==> config.mk <==
export PLATFORM = sky130hd
export DESIGN_NAME = pcie_tx_fc_credit_gate_flat
export DESIGN_NICKNAME = d
export VERILOG_FILES = /design/src/rtl/pcie_tx_fc_credit_gate_if.sv /design/src/rtl/pcie_tx_fc_credit_gate.sv /design/src/flat_wrapper.sv
export SDC_FILE = /design/constraint.sdc
export NUM_CORES = 1
export LEC_CHECK = 0
export CELL_PAD_IN_SITES_DETAIL_PLACEMENT = 1
export CELL_PAD_IN_SITES_GLOBAL_PLACEMENT = 1
export CORE_MARGIN = 2
export CORE_UTILIZATION = 50
export DETAILED_ROUTE_END_ITERATION = 12
export PLACE_DENSITY = 0.83
export SLEW_MARGIN = 30
export SYNTH_ARGS = -nofsm -noshare
export SYNTH_HDL_FRONTEND = slang
export SYNTH_SLANG_ARGS = --single-unit
==> constraint.sdc <==
create_clock -name sclk -period 10.6 [get_ports sclk]
set_clock_uncertainty 0.15 [all_clocks]
set_input_delay 2.65 -clock sclk [delete_from_list [all_inputs] [get_ports sclk]]
set_output_delay 2.65 -clock sclk [all_outputs]
set_load 0.02 [all_outputs]
==> src/rtl/pcie_tx_fc_credit_gate_if.sv <==
// Bundles the signals between the TLP source/DLLP parser and the VC0 TX credit gate.
// Handshake: a TLP moves when tlp_req_valid_i and tlp_req_ready_o are both high on a
// rising sclk edge. The source holds valid, class and data_cred stable until that edge.
// ready may depend on the current request fields but never on valid itself.
// fc_dllp_valid_i is a one-cycle strobe with no back-pressure.
interface pcie_tx_fc_credit_gate_if #(
  parameter int HDR_FC_W  = 8,
  parameter int DATA_FC_W = 12
);
  logic                 fc_dllp_valid_i;
  logic [7:0]           fc_dllp_type_i;
  logic [HDR_FC_W-1:0]  fc_dllp_hdr_i;
  logic [DATA_FC_W-1:0] fc_dllp_data_i;
  logic                 tlp_req_valid_i;
  logic [1:0]           tlp_req_class_i;
  logic [DATA_FC_W-1:0] tlp_req_data_cred_i;
  logic                 tlp_req_ready_o;
  logic [1:0]           fc_state_o;
  logic                 fc_init_done_o;
  logic                 fc_err_o;

  // Upstream side: DLLP parser plus TLP source.
  modport master (
    output fc_dllp_valid_i, fc_dllp_type_i, fc_dllp_hdr_i, fc_dllp_data_i,
    output tlp_req_valid_i, tlp_req_class_i, tlp_req_data_cred_i,
    input  tlp_req_ready_o, fc_state_o, fc_init_done_o, fc_err_o
  );

  // Credit gate side.
  modport slave (
    input  fc_dllp_valid_i, fc_dllp_type_i, fc_dllp_hdr_i, fc_dllp_data_i,
    input  tlp_req_valid_i, tlp_req_class_i, tlp_req_data_cred_i,
    output tlp_req_ready_o, fc_state_o, fc_init_done_o, fc_err_o
  );
endinterface

==> src/rtl/pcie_tx_fc_credit_gate.sv <==
// Transmit-side flow-control credit gate for a single VC.
// It runs the FC init sequence from decoded FC DLLPs and tracks the advertised limits and the
// consumed credits per class (P, NP, Cpl). It admits the head TLP only if both header and data
// credits fit, using the modular (wrapping) comparison that PCIe flow control requires.
module pcie_tx_fc_credit_gate #(
  parameter int HDR_FC_W  = 8,
  parameter int DATA_FC_W = 12,
  parameter int VC_ID     = 0
) (
  input  logic sclk,
  input  logic sreset,
  input  logic link_up_i,
  pcie_tx_fc_credit_gate_if.slave bus
);

  typedef enum logic [1:0] {
    FC_IDLE   = 2'd0,
    FC_INIT1  = 2'd1,
    FC_INIT2  = 2'd2,
    FC_ACTIVE = 2'd3
  } fc_state_t;

  localparam logic [2:0]           VC_SEL    = VC_ID[2:0];
  localparam logic [HDR_FC_W-1:0]  HDR_ONE   = HDR_FC_W'(1);
  localparam logic [HDR_FC_W-1:0]  HDR_HALF  = {1'b1, {(HDR_FC_W-1){1'b0}}};
  localparam logic [DATA_FC_W-1:0] DATA_HALF = {1'b1, {(DATA_FC_W-1){1'b0}}};

  fc_state_t            state;
  logic                 init_done_q;
  logic                 err_q;
  logic [2:0]           seen;
  logic [2:0]           inf_h;
  logic [2:0]           inf_d;
  logic [HDR_FC_W-1:0]  cl_h [0:2];
  logic [HDR_FC_W-1:0]  cc_h [0:2];
  logic [DATA_FC_W-1:0] cl_d [0:2];
  logic [DATA_FC_W-1:0] cc_d [0:2];

  // DLLP decode: type[7:6] is the kind (01 InitFC1, 11 InitFC2, 10 UpdateFC),
  // type[5:4] is the class, type[3] must be 0, and type[2:0] is the VC.
  logic       dllp_ok;
  logic [1:0] dllp_cls;
  logic       is_init1;
  logic       is_init2;
  logic       is_update;

  assign dllp_cls  = bus.fc_dllp_type_i[5:4];
  assign dllp_ok   = bus.fc_dllp_valid_i && !bus.fc_dllp_type_i[3] &&
                     (bus.fc_dllp_type_i[2:0] == VC_SEL) && (dllp_cls != 2'd3);
  assign is_init1  = dllp_ok && (bus.fc_dllp_type_i[7:6] == 2'b01);
  assign is_init2  = dllp_ok && (bus.fc_dllp_type_i[7:6] == 2'b11);
  assign is_update = dllp_ok && (bus.fc_dllp_type_i[7:6] == 2'b10);

  // Credit check on registered limits/consumed counts; zero latency from the request fields.
  logic [1:0]           sel;
  logic [DATA_FC_W-1:0] req_d;
  logic [HDR_FC_W-1:0]  h_room;
  logic [DATA_FC_W-1:0] d_room;
  logic                 ok_h;
  logic                 ok_d;
  logic                 d_over;
  logic                 cls_bad;
  logic                 ready;
  logic                 xfer;

  assign cls_bad = (bus.tlp_req_class_i == 2'd3);
  assign sel     = cls_bad ? 2'd0 : bus.tlp_req_class_i;
  assign req_d   = bus.tlp_req_data_cred_i;
  assign h_room  = cl_h[sel] - cc_h[sel] - HDR_ONE;
  assign d_room  = cl_d[sel] - cc_d[sel] - req_d;
  assign ok_h    = inf_h[sel] || (h_room <= HDR_HALF);
  assign ok_d    = inf_d[sel] || (req_d == '0) || (d_room <= DATA_HALF);
  // A request larger than half the data window can never be judged safely, so it is never issued.
  assign d_over  = (req_d > DATA_HALF);
  assign ready   = (state == FC_ACTIVE) && !cls_bad && !d_over && ok_h && ok_d;
  assign xfer    = bus.tlp_req_valid_i && ready;

  assign bus.tlp_req_ready_o = ready;
  assign bus.fc_state_o      = state;
  assign bus.fc_init_done_o  = init_done_q;
  assign bus.fc_err_o        = err_q;

  // FC init FSM plus per-class limit and consumed-credit registers; link loss wipes everything.
  always_ff @(posedge sclk) begin
    if (sreset || !link_up_i) begin
      state       <= FC_IDLE;
      init_done_q <= 1'b0;
      seen        <= '0;
      inf_h       <= '0;
      inf_d       <= '0;
      for (int i = 0; i < 3; i++) begin
        cl_h[i] <= '0;
        cc_h[i] <= '0;
        cl_d[i] <= '0;
        cc_d[i] <= '0;
      end
    end else begin
      case (state)
        FC_IDLE: begin
          state <= FC_INIT1;
        end
        FC_INIT1: begin
          // Duplicate InitFC1s simply overwrite; a zero field advertises infinite credit.
          if (is_init1) begin
            cl_h[dllp_cls]  <= bus.fc_dllp_hdr_i;
            cl_d[dllp_cls]  <= bus.fc_dllp_data_i;
            inf_h[dllp_cls] <= (bus.fc_dllp_hdr_i == '0);
            inf_d[dllp_cls] <= (bus.fc_dllp_data_i == '0);
            seen[dllp_cls]  <= 1'b1;
          end
          if (seen == 3'b111) begin
            state <= FC_INIT2;
          end
        end
        FC_INIT2: begin
          if (is_init2 || is_update) begin
            state       <= FC_ACTIVE;
            init_done_q <= 1'b1;
          end
        end
        FC_ACTIVE: begin
          // Limits behind the consumed count are stored as-is; the modular check blocks issue.
          if (is_update) begin
            if (!inf_h[dllp_cls]) cl_h[dllp_cls] <= bus.fc_dllp_hdr_i;
            if (!inf_d[dllp_cls]) cl_d[dllp_cls] <= bus.fc_dllp_data_i;
          end
        end
        default: state <= FC_IDLE;
      endcase
      // Consumed counts are separate registers from limits, so a same-cycle UpdateFC also lands.
      if (xfer) begin
        cc_h[sel] <= cc_h[sel] + HDR_ONE;
        cc_d[sel] <= cc_d[sel] + req_d;
      end
    end
  end

  // One-cycle error pulse for requests that can never be granted.
  always_ff @(posedge sclk) begin
    if (sreset) begin
      err_q <= 1'b0;
    end else begin
      err_q <= bus.tlp_req_valid_i && (cls_bad || d_over);
    end
  end

endmodule

==> src/flat_wrapper.sv <==
// flat-port wrapper written by rule: the top's interface ports become plain ports
module pcie_tx_fc_credit_gate_flat 
#(
  parameter int HDR_FC_W  = 8,
  parameter int DATA_FC_W = 12,
  parameter int VC_ID     = 0
)
  (sclk, sreset, link_up_i, bus_fc_dllp_valid_i, bus_fc_dllp_type_i, bus_fc_dllp_hdr_i, bus_fc_dllp_data_i, bus_tlp_req_valid_i, bus_tlp_req_class_i, bus_tlp_req_data_cred_i, bus_tlp_req_ready_o, bus_fc_state_o, bus_fc_init_done_o, bus_fc_err_o);
  pcie_tx_fc_credit_gate_if #(.HDR_FC_W(HDR_FC_W), .DATA_FC_W(DATA_FC_W)) bus_i ();
  input  logic sclk;
  input  logic sreset;
  input  logic link_up_i;
  input wire logic [$bits(bus_i.fc_dllp_valid_i)-1:0] bus_fc_dllp_valid_i;
  input wire logic [$bits(bus_i.fc_dllp_type_i)-1:0] bus_fc_dllp_type_i;
  input wire logic [$bits(bus_i.fc_dllp_hdr_i)-1:0] bus_fc_dllp_hdr_i;
  input wire logic [$bits(bus_i.fc_dllp_data_i)-1:0] bus_fc_dllp_data_i;
  input wire logic [$bits(bus_i.tlp_req_valid_i)-1:0] bus_tlp_req_valid_i;
  input wire logic [$bits(bus_i.tlp_req_class_i)-1:0] bus_tlp_req_class_i;
  input wire logic [$bits(bus_i.tlp_req_data_cred_i)-1:0] bus_tlp_req_data_cred_i;
  output wire logic [$bits(bus_i.tlp_req_ready_o)-1:0] bus_tlp_req_ready_o;
  output wire logic [$bits(bus_i.fc_state_o)-1:0] bus_fc_state_o;
  output wire logic [$bits(bus_i.fc_init_done_o)-1:0] bus_fc_init_done_o;
  output wire logic [$bits(bus_i.fc_err_o)-1:0] bus_fc_err_o;
  assign bus_i.fc_dllp_valid_i = bus_fc_dllp_valid_i;
  assign bus_i.fc_dllp_type_i = bus_fc_dllp_type_i;
  assign bus_i.fc_dllp_hdr_i = bus_fc_dllp_hdr_i;
  assign bus_i.fc_dllp_data_i = bus_fc_dllp_data_i;
  assign bus_i.tlp_req_valid_i = bus_tlp_req_valid_i;
  assign bus_i.tlp_req_class_i = bus_tlp_req_class_i;
  assign bus_i.tlp_req_data_cred_i = bus_tlp_req_data_cred_i;
  assign bus_tlp_req_ready_o = bus_i.tlp_req_ready_o;
  assign bus_fc_state_o = bus_i.fc_state_o;
  assign bus_fc_init_done_o = bus_i.fc_init_done_o;
  assign bus_fc_err_o = bus_i.fc_err_o;
  pcie_tx_fc_credit_gate #(.HDR_FC_W(HDR_FC_W), .DATA_FC_W(DATA_FC_W), .VC_ID(VC_ID)) u_core (.sclk(sclk), .sreset(sreset), .link_up_i(link_up_i), .bus(bus_i));
endmodule
==> impl_results.md <==
* PwrDens at 163 mW/mm2
* Root buf cell: clkbuf_16
* Setup TNS at 0 ns
* Reg clk slew, reported paths at 0.07 ns
* DRC viols at 0
* Fin crit share at 97.4%
* GR Overflow Total at 0
* Least-Margin Pin Slew at between 0.9 and 1 ns
* Ys Warns at 0
* XOR/XNOR Fraction of Synth Area at under 10%
* Final Setup Violations at 0
* Worst path required time at around 8 ns
* Wire per inst at ~23 um
* Fillers at between 1500 and 2000
* Num CTS Buffers at 17
* Worst path most repeated cell: clkdlybuf4s50_1
* WP buf/inv at 4
* Hold-fix buffers, CTS at 0
* GRT Total Usage at approximately a quarter
* Initial Util at roughly 51%
* Hold Path Origin: u_core.seen[2]
* Placed insts at approximately 1000
* Fin. max-slew vios at 0
* Vias per Instance at approximately 6
* RSZ-0062 raised after global routing: false
* Synthesized area at 0.00950 mm2
* Core ar. at 0.0186 mm2
* VDD IR-drop max at roughly 0.12 mV
* CTS Sinks at around 170
* R2R cell count at 14
* Slowest cell on the critical path: clkdlybuf4s50_1
* Fin cells at 1061
* Adder-cell share of the synthesized area at a little under a tenth
* Hold Fails Final Rpt at 0
* Post-synth EDFFs at 160
* Number of global-route vias before repair at slightly below 7000
* Die X at 142 um
* Max-cap viol count at 0
* Chip height at about 140 um
* Largest family of logic cells by synthesized area: simple AND/OR/NAND/NOR gates
* Final hold slack at 0.306 ns
* Final Wtd Congestion at roughly 0.9
* H-tree Lvls at 4
* CP endpoint kind: output port
* Detail Route Antenna Nets at 0
* Post-CTS Setup Bufs at 0
* Crit Path Max Fanout at 8
* Commonest non-fill, non-tap cell in the layout: edfxtp_1
* First-pass GRT wire length at about 38 mm
* Antenna fix cells at 0
* Run status: finished clean
* Reg2reg start: u_core.cc_d[3][3]
* Post-CTS Resized at 0
* Post-Syn Instances at roughly 740
* Distinct cells, synth at 58
* Final Critical Period at 10.33 ns
* DR vias at approximately 6200
* Final #Nets at between 900 and 1000
* Kind of critical path: in2out
* Relative max-transition margin at around 37%
* Worst hold path type: reg2reg
* Total power at between 1.5 and 2 mW
* CP top delay family: buffers and inverters
* Mux share of post-synthesis cell area at 10.7%
* Port-buffer cells at 51
* Synth Register Bits at 173
* Hpwl dp at around 17 mm
* Row count at 50
* Reg2Reg Capture Point: u_core.cc_d[2][6]
* Total die area at between 0.02 and 0.025 mm2
* Avg Inst Size Synth at 12.9 um2
* Simple-gate share of the synthesized area at a little over an eighth
* Hold Path End: u_core.seen[2]
* Largest net degree at the start of global routing at 65
* DRT Wirelength at approximately 24 mm
* Share of layout cells above drive strength 1 at 13.7%
* CTS tree: done
* Crit-path max cell delay at between 0.6 and 0.7 ns
* Main synth FF type: edfxtp_1
* Hold path depth at 2
* Post-synthesis compound-gate area fraction at between 5 and 6%
* Startpoint Class: primary input
* IO Pins at 52
* Area Overhead vs Synth at 15.9%
* Clock Tree Buf Depth at 2
* Initial antenna violation count at 0
* Post-synthesis sequential area ratio at between 50% and 60%
* Share of synthesized registers carrying an async set or reset at 0%
* Arrival @ worst endpoint at 7.53 ns
* Critical path cell sequence: clkdlybuf4s50_1 -> ha_2 -> mux4_2 -> fa_1 -> inv_1 -> ha_1 -> or3_1 -> o221ai_1 -> a21oi_1 -> mux2i_1 -> nor4_1 -> buf_4 -> a311oi_4 -> nor2_1 -> clkdlybuf4s50_1
* Highest-count cells in the layout ignoring fill and taps: 160 x edfxtp_1, 69 x inv_1, 61 x and2_1
* Leak pwr at 4.21 nW
* Fmax at around 97 MHz
* R2r setup slk at between 5 and 6 ns
* Worst skew pair latency at roughly 0.44 ns
* Initial drt markers at between 400 and 500
* Drt pass-1 iters at 4
## flip-flops by register name, summed over array words and instances (netlist names)
signal / cells
u_core.cc_h: 32
u_core.inf_h: 3
u_core.cl_h: 32
u_core.seen: 3
u_core.cl_d: 48
u_core.bus.fc_err_o: 1
u_core.inf_d: 3
u_core.bus.fc_state_o: 2
u_core.cc_d: 48
u_core.bus.fc_init_done_o: 1
## stage by stage
step / util [%] / area (um2) / setup slack, ns
2_1_floorplan: - / 9570 / 0.694
3_3_place_gp: 55.9 / 10400 / 0.398
3_5_place_dp: 55.9 / 10400 / 0.306
4_1_cts: 59.0 / 11000 / 0.311
5_1_grt: 59.0 / 11000 / 0.0210
6_report: 59.0 / 11000 / 0.273
## tightest hold or removal path, delay by kind of cell (launching register included)
kind | cells | cell delay (ns)
DFF | 1 | 0.32
buffers and inverters | 1 | 0.05
AOI/OAI and AO/OA | 1 | 0.05
## final cells by class
cell class	count	area, um2	share of cell area (%)
clock buffer	17	425	3.86
clock inverter	15	154	1.40
inverter	69	259	2.35
multi-input combinational	481	4120	37.4
sequential	173	5060	46.0
tap	234	293	2.66
timing repair buffer	72	693	6.30
## how the worst max path moves through the flow
stage	startpoint	end	slack, ns	cells past startpoint
6_report	bus_tlp_req_class_i[0]	bus_tlp_req_ready_o	0.27	15
5_1_grt	bus_tlp_req_class_i[0]	bus_tlp_req_ready_o	0.02	15
4_1_cts	bus_tlp_req_class_i[0]	bus_tlp_req_ready_o	0.31	14
3_5_place_dp	bus_tlp_req_class_i[0]	bus_tlp_req_ready_o	0.31	14
3_3_place_gp	bus_tlp_req_class_i[1]	bus_tlp_req_ready_o	0.40	15
2_1_floorplan	bus_tlp_req_class_i[1]	bus_tlp_req_ready_o	0.69	18
## layer usage
metal	track usage, %	routed length, um	vias up
met5	0	0	-
met2	45.2	12700	158
met1	31.5	10100	3199
met3	4.15	931	31
li1	-	-	2842
met4	8.05	392	0
## cell families after synthesis
group           Yosys count
fa+ha+maj                61
xor+xnor                 31
compound gates           84
buf+inv                 100
simple gates            234
other cells               1
flops                   173
mux                      51
## power breakdown
| part | leakage (nW) | internal [mW] | total, mW | switching, mW |
|---|---|---|---|---|
| registers | 1.82 | 0.772 | 0.782 | 0.00914 |
| logic | 2.12 | 0.144 | 0.392 | 0.247 |
| clock network | 0.280 | 0.332 | 0.621 | 0.289 |
## Yosys cell counts (all sizes together), types with 11 or more instances
master	number	area, um2
nor2	32	120
mux4	40	901
inv	69	259
nor3	62	320
fa	13	260
a21oi	30	154
xnor2	21	184
nor3b	13	97.6
edfxtp	160	4800
o21ai	13	65.1
nand3	11	55.1
buf	16	111
ha	48	601
and2	61	382
nand2	12	45.0
clkbuf	15	56.3
dfxtp	13	260
(Power assumes the default switching activity.)
